`src/rtl/fir_ctrl_pkg.sv`:
```
// Shared constants, FSM states and coefficient type for the FIR coefficient controller.
package fir_ctrl_pkg;
   localparam int NT = 11;
   localparam int NB = 9;
   localparam int AW = 4;

   localparam logic [AW-1:0] NT_A     = AW'(NT);
   localparam logic [AW-1:0] CNT_LAST = AW'(NT - 1);

   typedef enum logic [1:0] {ST_RUN, ST_DRAIN, ST_SWAP} state_t;
   typedef logic signed [NB-1:0] coef_t;
endpackage

```
`src/rtl/fir_coef_bank.sv`:
```
// Shadow/active coefficient register banks with write port, swap strobe and packed tap output.
// FIR_COEF_READBACK_EN adds a registered readback of either bank.
module fir_coef_bank
   import fir_ctrl_pkg::*;
(
   input  logic             clk,
   input  logic             rst_n,
   input  logic             we,
   input  logic [AW-1:0]    waddr,
   input  logic [NB-1:0]    wdata,
   input  logic             swap,
`ifdef FIR_COEF_READBACK_EN
   input  logic [AW-1:0]    rd_addr,
   input  logic             rd_sel,
   output logic [NB-1:0]    rd_data,
`endif
   output logic [NT*NB-1:0] coef
);
   logic [NT-1:0][NB-1:0] shadow;
   logic [NT-1:0][NB-1:0] active;

   // Addresses past the last tap match no entry, so those writes fall away.
   always_ff @(posedge clk or negedge rst_n) begin
      if (!rst_n) begin
         shadow <= '0;
         active <= '0;
      end else begin
         for (int k = 0; k < NT; k++) begin
            if (we && waddr == AW'(k)) shadow[k] <= wdata;
            if (swap)                  active[k] <= shadow[k];
         end
      end
   end

   assign coef = active;

`ifdef FIR_COEF_READBACK_EN
   always_ff @(posedge clk or negedge rst_n) begin
      if (!rst_n)
         rd_data <= '0;
      else if (rd_addr < NT_A)
         rd_data <= rd_sel ? active[rd_addr] : shadow[rd_addr];
      else
         rd_data <= '0;
   end
`endif
endmodule

```
`src/rtl/fir_coef_ctrl.sv`:
```
// Sample sequencer for the 11-tap FIR: forwards samples, flushes with zeros on commit, then swaps coefficients.
// FIR_COEF_READBACK_EN adds RD_ADDR/RD_SEL/RD_DATA coefficient readback.
module fir_coef_ctrl
   import fir_ctrl_pkg::*;
(
   input  logic             CLK,
   input  logic             RST_n,
   input  logic [NB-1:0]    SRC_DIN,
   input  logic             SRC_VIN,
   output logic             SRC_READY,
   input  logic             CFG_WE,
   input  logic [AW-1:0]    CFG_ADDR,
   input  logic [NB-1:0]    CFG_DATA,
   input  logic             CFG_COMMIT,
   output logic             CFG_BUSY,
`ifdef FIR_COEF_READBACK_EN
   input  logic [AW-1:0]    RD_ADDR,
   input  logic             RD_SEL,
   output logic [NB-1:0]    RD_DATA,
`endif
   output logic [NB-1:0]    DIN,
   output logic             VIN,
   output logic             FLUSH,
   output logic [NT*NB-1:0] COEF
);
   state_t        state, state_nx;
   logic [AW-1:0] cnt, cnt_nx;
   logic [NB-1:0] din_nx;
   logic          vin_nx, flush_nx;
   logic          wr_en, swap;

   always_ff @(posedge CLK or negedge RST_n) begin
      if (!RST_n) begin
         state <= ST_RUN;
         cnt   <= '0;
         DIN   <= '0;
         VIN   <= 1'b0;
         FLUSH <= 1'b0;
      end else begin
         state <= state_nx;
         cnt   <= cnt_nx;
         DIN   <= din_nx;
         VIN   <= vin_nx;
         FLUSH <= flush_nx;
      end
   end

   // Outputs trail the state by one cycle, so the sample taken with the commit leads the flush beats.
   always_comb begin
      state_nx = state;
      cnt_nx   = cnt;
      din_nx   = '0;
      vin_nx   = 1'b0;
      flush_nx = 1'b0;
      case (state)
         ST_RUN: begin
            din_nx = SRC_DIN;
            vin_nx = SRC_VIN;
            if (CFG_COMMIT) begin
               state_nx = ST_DRAIN;
               cnt_nx   = '0;
            end
         end
         ST_DRAIN: begin
            vin_nx   = 1'b1;
            flush_nx = 1'b1;
            if (cnt == CNT_LAST) begin
               state_nx = ST_SWAP;
               cnt_nx   = '0;
            end else begin
               cnt_nx = cnt + AW'(1);
            end
         end
         ST_SWAP:  state_nx = ST_RUN;
         default:  state_nx = ST_RUN;
      endcase
   end

   // Gated by reset so the source is held off while RST_n is low.
   assign SRC_READY = RST_n & (state == ST_RUN);
   assign CFG_BUSY  = (state != ST_RUN);
   assign wr_en     = CFG_WE & ~CFG_BUSY;
   assign swap      = (state == ST_SWAP);

   fir_coef_bank u_bank (
      .clk     (CLK),
      .rst_n   (RST_n),
      .we      (wr_en),
      .waddr   (CFG_ADDR),
      .wdata   (CFG_DATA),
      .swap    (swap),
`ifdef FIR_COEF_READBACK_EN
      .rd_addr (RD_ADDR),
      .rd_sel  (RD_SEL),
      .rd_data (RD_DATA),
`endif
      .coef    (COEF)
   );
endmodule

```
`config.mk`:
```
export PLATFORM = sky130hd
export DESIGN_NAME = fir_coef_ctrl
export DESIGN_NICKNAME = d
export VERILOG_FILES = /design/src/rtl/fir_ctrl_pkg.sv /design/src/rtl/fir_coef_bank.sv /design/src/rtl/fir_coef_ctrl.sv
export SDC_FILE = /design/constraint.sdc
export NUM_CORES = 1
export LEC_CHECK = 0
export ABC_AREA = 1
export BUFFER_PORTS_ARGS = -buffer_cell sky130_fd_sc_hd__buf_4
export CAP_MARGIN = 20
export CELL_PAD_IN_SITES_DETAIL_PLACEMENT = 1
export CELL_PAD_IN_SITES_GLOBAL_PLACEMENT = 2
export CORE_ASPECT_RATIO = 0.7
export CORE_MARGIN = 2
export CORE_UTILIZATION = 35
export CTS_BUF_LIST = sky130_fd_sc_hd__clkbuf_8
export DETAILED_ROUTE_END_ITERATION = 8
export PLACE_DENSITY_LB_ADDON = 0.1
export SLEW_MARGIN = 20
export SYNTH_ARGS = -nofsm -noshare
export SYNTH_HDL_FRONTEND = slang
export SYNTH_SLANG_ARGS = --single-unit
```
`constraint.sdc`:
```
create_clock -name CLK -period 1.5 [get_ports CLK]
set_input_delay 0.3 -clock CLK [delete_from_list [all_inputs] [get_ports CLK]]
set_output_delay 0.3 -clock CLK [all_outputs]
set_load 0.03 [all_outputs]
```
# After elaboration in Yosys (flattened, before gate mapping)
# Index checks and enable logic that the tools add are counted.
# word_totals
reg_bits	215
word_cells	72
# op_classes
add_sub_neg	1
n_mux	9
n_reduce_logical	17
eq_ne	15
bitwise_logic	3
# ops
operator	n
4-bit by 3-bit == test with 1-bit output, second input constant	4
4-bit == test, second input constant	4
1-bit logical AND	11
9-bit two-way mux	1
4-bit by 2-bit == test with 1-bit output, second input constant	2
4-bit two-way mux	2
4-bit case mux with 2 select lines	1
4-bit by 1-bit adder with 4-bit output, second input constant	1
4-bit by 1-bit == test with 1-bit output, second input constant	1
4-bit zero test	1
2-bit two-way mux	2
2-bit != test, second input constant	2
2-bit case mux with 2 select lines	1
2-bit AND reduction	2
2-bit nonzero test	2
1-bit AND	2
2-bit by 1-bit == test with 1-bit output, second input constant	1
2-bit == test, second input constant	1
2-bit zero test	1
1-bit case mux with 2 select lines	1
1-bit two-way mux	1
1-bit inverter	1

# Depth between registers and ports, before layout
# Gate-level depths: netlist of the first run.
# logic_depth
word_depth	4
ltp_mapped	7
depth_no_buf	7

# By module
# Synthesis of the first run repeated with hierarchy kept, for this count alone.
# unflattened
hier_cells	813
area_unflattened_um2	8579.5
# by_module_without_submodules
mod	n_inst	cells_per_inst	area_each_um2	seq_area_each_um2
fir_coef_bank	1	740	7868.8	4954.8
fir_coef_ctrl	1	73	710.7	425.4

# Worst setup path before layout of the first run
# No wires, ideal clock.
# synth_timing
kind	register to output
start	register state[1]
end	output SRC_READY
required_ns	1.200
path_slack_ns	-0.138
stages_incl_launch_ff	5
arrival_time_ns	1.338
n_path_buf	1
path_cell_list	dfrtp_1 -> inv_2 -> nand2_2 -> clkbuf_1 -> nor2_1
# synth_between
elab_chain_len	2
# synth_lines
item	line	text
start: declaration	fir_coef_ctrl.sv:26	state_t state, state_nx;
start signal: assignment	fir_coef_ctrl.sv:40	state <= state_nx;
2-bit zero test	fir_coef_ctrl.sv:80	assign SRC_READY = RST_n & (state == ST_RUN);
1-bit AND	fir_coef_ctrl.sv:80	
end: declaration	fir_coef_ctrl.sv:10	output logic SRC_READY,
# Every way passes these cells.

# Worst setup path after layout of the first run
# Same ends and word-level chain as after synthesis.

==> results of run 1 <==
[worst max-delay path by stage]
stage,endpoint,slack [ps]
after floorplan,SRC_READY,90
after global placement,u_bank.shadow[7]$_DFFE_PN0P_,70
after CTS,SRC_READY,-270
after detailed placement,u_bank.shadow[46]$_DFFE_PN0P_,50
final,SRC_READY,-270
after global routing,SRC_READY,-330
[cell families after synthesis]
family / after synthesis / synth area share
xor gates and xnor gates: 1 / 0.00102
AOI/OAI and AO/OA: 12 / 0.00697
buffers and inverters: 72 / 0.0372
DFF: 215 / 0.625
and+or+nand+nor: 654 / 0.327
adders and majority gates: 2 / 0.00291
[what timing repair did]
item | CTS | global route
resized for setup | 13 | 39
hold buffers | 12 | 0
buffers inserted | 4 | 6
gates cloned | 0 | 6
pin swaps | 3 | 3
endpoints found under the setup margin | 2 | 166
hold endpoints to repair | 50 | 0
[flip-flops by register name, indices dropped and copies added, names as in the netlist]
name / flops
state: 2
u_bank.coef: 99
cnt: 4
u_bank.shadow: 99
VIN: 1
DIN: 9
FLUSH: 1
[final cells by class]
class,count,share of cell area
sequential,215,0.470
multi-input combinational,672,0.274
timing repair buffer,199,0.158
clock buffer,43,0.0516
tap,318,0.0347
inverter,20,0.00677
clock inverter,15,0.00524
[power groups by stage]
stage	Combinational, W	Sequential [W]	Clock, W
floorplan	0.00174	0.00825	0
global placement	0.00395	0.00770	0
detailed placement	0.00406	0.00771	0
CTS	0.00421	0.00763	0.00508
global route	0.00491	0.00780	0.00532
finish	0.00445	0.00766	0.00491
[per-stage QoR]
stage	setup TNS (ps)	std cells	total power, W
after floorplan	0	956	0.00998
after global placement	0	1397	0.0117
after detailed placement	0	1397	0.0118
after CTS	-854	1471	0.0169
after global routing	-14490	1482	0.0180
final	-6100	1482	0.0170
[worst reg2reg max path, stage by stage, from the launching register on]
cell and delay (ps):
dfrtp_4 490, inv_4 70, nand2_4 60, buf_4 140, nor2_4 160, buf_12 180
buf_12 180, nand2_8 80, nand2_4 100, nand2_2 40
[cells in the mapped netlist]
cell / instances / area share
nand2_1: 420 / 0.18
dfrtp_1: 215 / 0.62
nand3_1: 191 / 0.11
buf_2: 22 / 0.013
clkbuf_1: 19 / 0.0083
inv_1: 18 / 0.0078
nor2_1: 16 / 0.0070
nor2_2: 12 / 0.0087
o21ai_0: 12 / 0.0070
nand2_4: 10 / 0.013
buf_1: 7 / 0.0031
buf_4: 3 / 0.0026
ha_1: 2 / 0.0029
inv_2: 2 / 0.00087
nand2_2: 2 / 0.0015
buf_8: 1 / 0.0017
nand3b_1: 1 / 0.00087
nand4_1: 1 / 0.00073
nor2_4: 1 / 0.0013
xor2_1: 1 / 0.0010
[layer usage]
layer  up-vias  part of all wire  routed length [µm]
li1       3439                 -                   -
met1      3569              0.49               12700
met2       146              0.45               11700
met3        29             0.055                1450
met4         0             0.013                 330
met5         -                 0                   0
==> metrics, run 1 <==
most common cell after layout, fill and taps aside nand2_1; antenna viol nets, final 0; drt total wl 26.2 mm; number of vias per cell 4.85; I/O Pins 139; Vias 7183; Core Util, Final 0.480; worst setup margin -267 ps; Num CTS Buffers 37; antenna diode count 0; RePlAce Congestion 0.728; RSZ-0062 raised after global routing yes; most used routing layer met2; hpwl dp 16.0 mm; Finished Cell Area 11500 µm²; switching share of total power 0.346; GR Util All Layers 0.201; Root Buffer clkbuf_8; FF-to-FF End u_bank.shadow[83]$_DFFE_PN0P_; die area 25900 µm²; Post-layout nets 1174; die span in y 135 µm; outcome finished with violations; area occupied by multi-input gates 3140 µm²; Rows 47; GR Layer Usage met1 0.292; crit path buf inv count 3; CP Capture Type output port; first-pass GRT wire length 41.1 mm; slowest CP cell dfrtp_4; Worst VDD drop 0.000639 V; sw power 0.00589 W; Slew Viols, Final 0; Final Hold Viols 0; DRC Markers 0; Slew @ Worst Pin 602 ps; Startpoint Class flop; Yosys warning count 0; layout cell share with drive strength beyond 1 0.249; crit-path leading delay family flip-flops; combinational power share 0.262; Max Cap Viol 0; clock power share 0.288; FF+latch count, synth 215; fin crit period 1770 ps; failing checks setup timing; max frequency 566 MHz; Final period util 1.18; static leakage 6.35 nW; Synthesized Nets 985; hold path cells 3; stages on the worst setup path 5; CP Class reg -> out; P_int 0.0111 W; CTS tree built; Seq. cell area 5380 µm²; Distinct cells, synth 20; vias in the first global route 7482; part of the power in registers 0.450; met2 Use GR 0.315; synthesized area 8610 µm²; CP required 1200 ps; IO buf count 138; most frequent cells in the layout nand2_1 (395), dfrtp_1 (214), nand3_1 (191); sequential share of the synthesized area 0.625; hold slack 144 ps; slowest stage delay, CP 490 ps; Initial Util 0.361; clock sinks 215; DR WL/cell 17.7 µm; WP data arrival 1470 ps; Die Wd 191 µm; # setup viols final 90; worst flop-to-flop path startpoint state[1]$_DFFE_PN0P_; met3 Resource Use GR 0.0360; Cell Chain, Critical Path inv_4 -> nand2_4 -> buf_8 -> nor2_4 -> buf_6; initial antenna violation count 0; mean post-synth cell area 9.01 µm²; HP Class in -> reg; pre-CTS setup slack 48.6 ps; PD cells 1480 nW/µm²; Clock Pin Slew Worst Setup and Hold Paths 60 ps; crit path from state[1]$_DFFE_PN0P_; R2R setup slack -100 ps; Remaining Overflow, GRT 0; Worst Hold End u_bank.shadow[8]$_DFFE_PN0P_; Core ar. 23900 µm²; DP Area 10300 µm²; hold wc startpoint CFG_DATA[8]; # fillers 2822; Slew HR 0.599; area delta synth->final 33.1%; Worst Reg2Reg Path Length in Cells 9; clock buffer depth 3; Mapped Cells 956; final clock skew 8.30 ps; TritonRoute pass-1 iters 4; worst-skew pair later-pin latency 510 ps; Crit Path Max Fanout 4; pin count of the biggest net entering global routing 100; Iteration-0 DRC Markers 366; H-tree Lvls 2
Power figures use the tool's default switching activity.
==> run 2: changes to the inputs <==
--- a/config.mk
+++ b/config.mk
@@ -16,6 +16,8 @@
 export CTS_BUF_LIST = sky130_fd_sc_hd__clkbuf_8
 export DETAILED_ROUTE_END_ITERATION = 8
 export PLACE_DENSITY_LB_ADDON = 0.1
+export RECOVER_POWER = 25
+export SETUP_SLACK_MARGIN = 0.2
 export SLEW_MARGIN = 20
 export SYNTH_ARGS = -nofsm -noshare
 export SYNTH_HDL_FRONTEND = slang
==> run 2 against run 1 <==
Global-route usage up 1.7 points. Non-clock buffer count rose by 32. Maximum frequency rose by 0.11%. Register-to-register slack lost 90 ps. The run still ends with setup timing left. Largest power group unchanged.
==> metrics, run 2 (synthesis gave the netlist of run 1 again) <==
CP Capture Type output port; Seq. cell area 5390 µm²; DP Area 10200 µm²; area delta synth->final 49.5%; worst flop-to-flop path startpoint state[1]$_DFFE_PN0P_; initial antenna violation count 1; Num CTS Buffers 36; I/O Pins 139; area occupied by multi-input gates 3790 µm²; HP Class in -> reg; Vias 7522; Die Wd 191 µm; Core Util, Final 0.539; Rows 47; WP data arrival 1470 ps; worst setup margin -266 ps; layout cell share with drive strength beyond 1 0.371; IO buf count 138; outcome finished with violations; # fillers 2699; Final Hold Viols 0; max frequency 566 MHz; R2R setup slack -190 ps; CP Class reg -> out; # setup viols final 92; number of vias per cell 4.93; FF-to-FF End u_bank.shadow[66]$_DFFE_PN0P_; RePlAce Congestion 0.708; Clock Pin Slew Worst Setup and Hold Paths 70 ps; Initial Util 0.361; Final period util 1.18; crit path from state[1]$_DFFE_PN0P_; Iteration-0 DRC Markers 413; H-tree Lvls 2; overall power 0.0186 W; drt total wl 28.4 mm; Worst VDD drop 0.000617 V; clock buffer depth 3; static leakage 6.67 nW; Remaining Overflow, GRT 0; GR Util All Layers 0.219; most common cell after layout, fill and taps aside nand2_1; DR WL/cell 18.6 µm; TritonRoute pass-1 iters 4; most frequent cells in the layout nand2_1 (326), dfrtp_1 (213), nand3_1 (149); Slew @ Worst Pin 740 ps; Slew Viols, Final 0; Startpoint Class flop; failing checks setup timing; Crit Path Max Fanout 4; antenna viol nets, final 0; die area 25900 µm²; Post-layout nets 1212; CP required 1200 ps; first-pass GRT wire length 44.0 mm; pin count of the biggest net entering global routing 121; Core ar. 23900 µm²; Root Buffer clkbuf_8; die span in y 135 µm; RSZ-0062 raised after global routing yes; Max Cap Viol 0; Critical Path End SRC_READY; Worst Reg2Reg Path Length in Cells 11; worst-skew pair later-pin latency 530 ps; fin crit period 1770 ps; clock sinks 215; final clock skew 20.8 ps; hpwl dp 16.1 mm; PD cells 1450 nW/µm²; Slew HR 0.506; DRC Markers 0; pre-CTS setup slack 31.7 ps; Finished Cell Area 12900 µm²; vias in the first global route 7963; CTS tree built; hold wc startpoint CFG_DATA[7]
==> run 2: per-layer routing <==
metal	track usage	share of wire	vias to the layer above
met4	0.0628	0.017	0
met5	0	0	-
met2	0.350	0.47	135
met3	0.0373	0.048	40
li1	-	-	3551
met1	0.306	0.47	3796
==> run 2: worst min path at each step <==
stage	cells past startpoint	end	slack, ps
after floorplan	0	DIN[0]$_DFF_PN0_	4
after global placement	2	cnt[1]$_DFFE_PN0P_	400
after detailed placement	2	cnt[1]$_DFFE_PN0P_	400
after CTS	3	u_bank.shadow[8]$_DFFE_PN0P_	110
after global routing	3	u_bank.shadow[53]$_DFFE_PN0P_	140
final	3	u_bank.shadow[7]$_DFFE_PN0P_	150
==> run 2: power breakdown <==
part           leakage [nW]  total (W)  switching [W]  internal (W)
clock network         0.405    0.00510        0.00236       0.00274
logic                  3.35    0.00573        0.00324       0.00248
registers              2.92    0.00778       0.000867       0.00692
total                  6.67     0.0186        0.00648        0.0121
==> run 2: per-stage QoR <==
step	std cells	setup TNS [ps]	hold slack [ps]
after global routing	1525	-18200	137
after detailed placement	1398	0	402
after CTS	1516	-8640	108
final	1525	-11640	146
after global placement	1398	0	403
after floorplan	956	0	4.41
==> run 2: area by class of cell <==
cell class / count / share of cell area
tap: 318 / 0.0309
inverter: 20 / 0.00612
antenna: 1 / 0.000194
multi-input combinational: 679 / 0.295
clock inverter: 15 / 0.00476
clock buffer: 46 / 0.0492
sequential: 215 / 0.418
timing repair buffer: 231 / 0.196
==> run 2: worst max-delay path: stages (launching register included) <==
cell and delay (ps):
dfrtp_4 490, inv_4 70, nand2_4 50, buf_8 130, nor2_4 70, buf_6 130
==> run 2: repair_timing <==
action | 4_1_cts | 5_1_grt
pin swaps | 45 | 33
endpoints found under the setup margin | 303 | 317
cloned | 20 | 4
hold buffers | 12 | 0
buffers inserted | 25 | 4
gates resized for setup | 177 | 88
endpoints found under the hold margin | 226 | 0
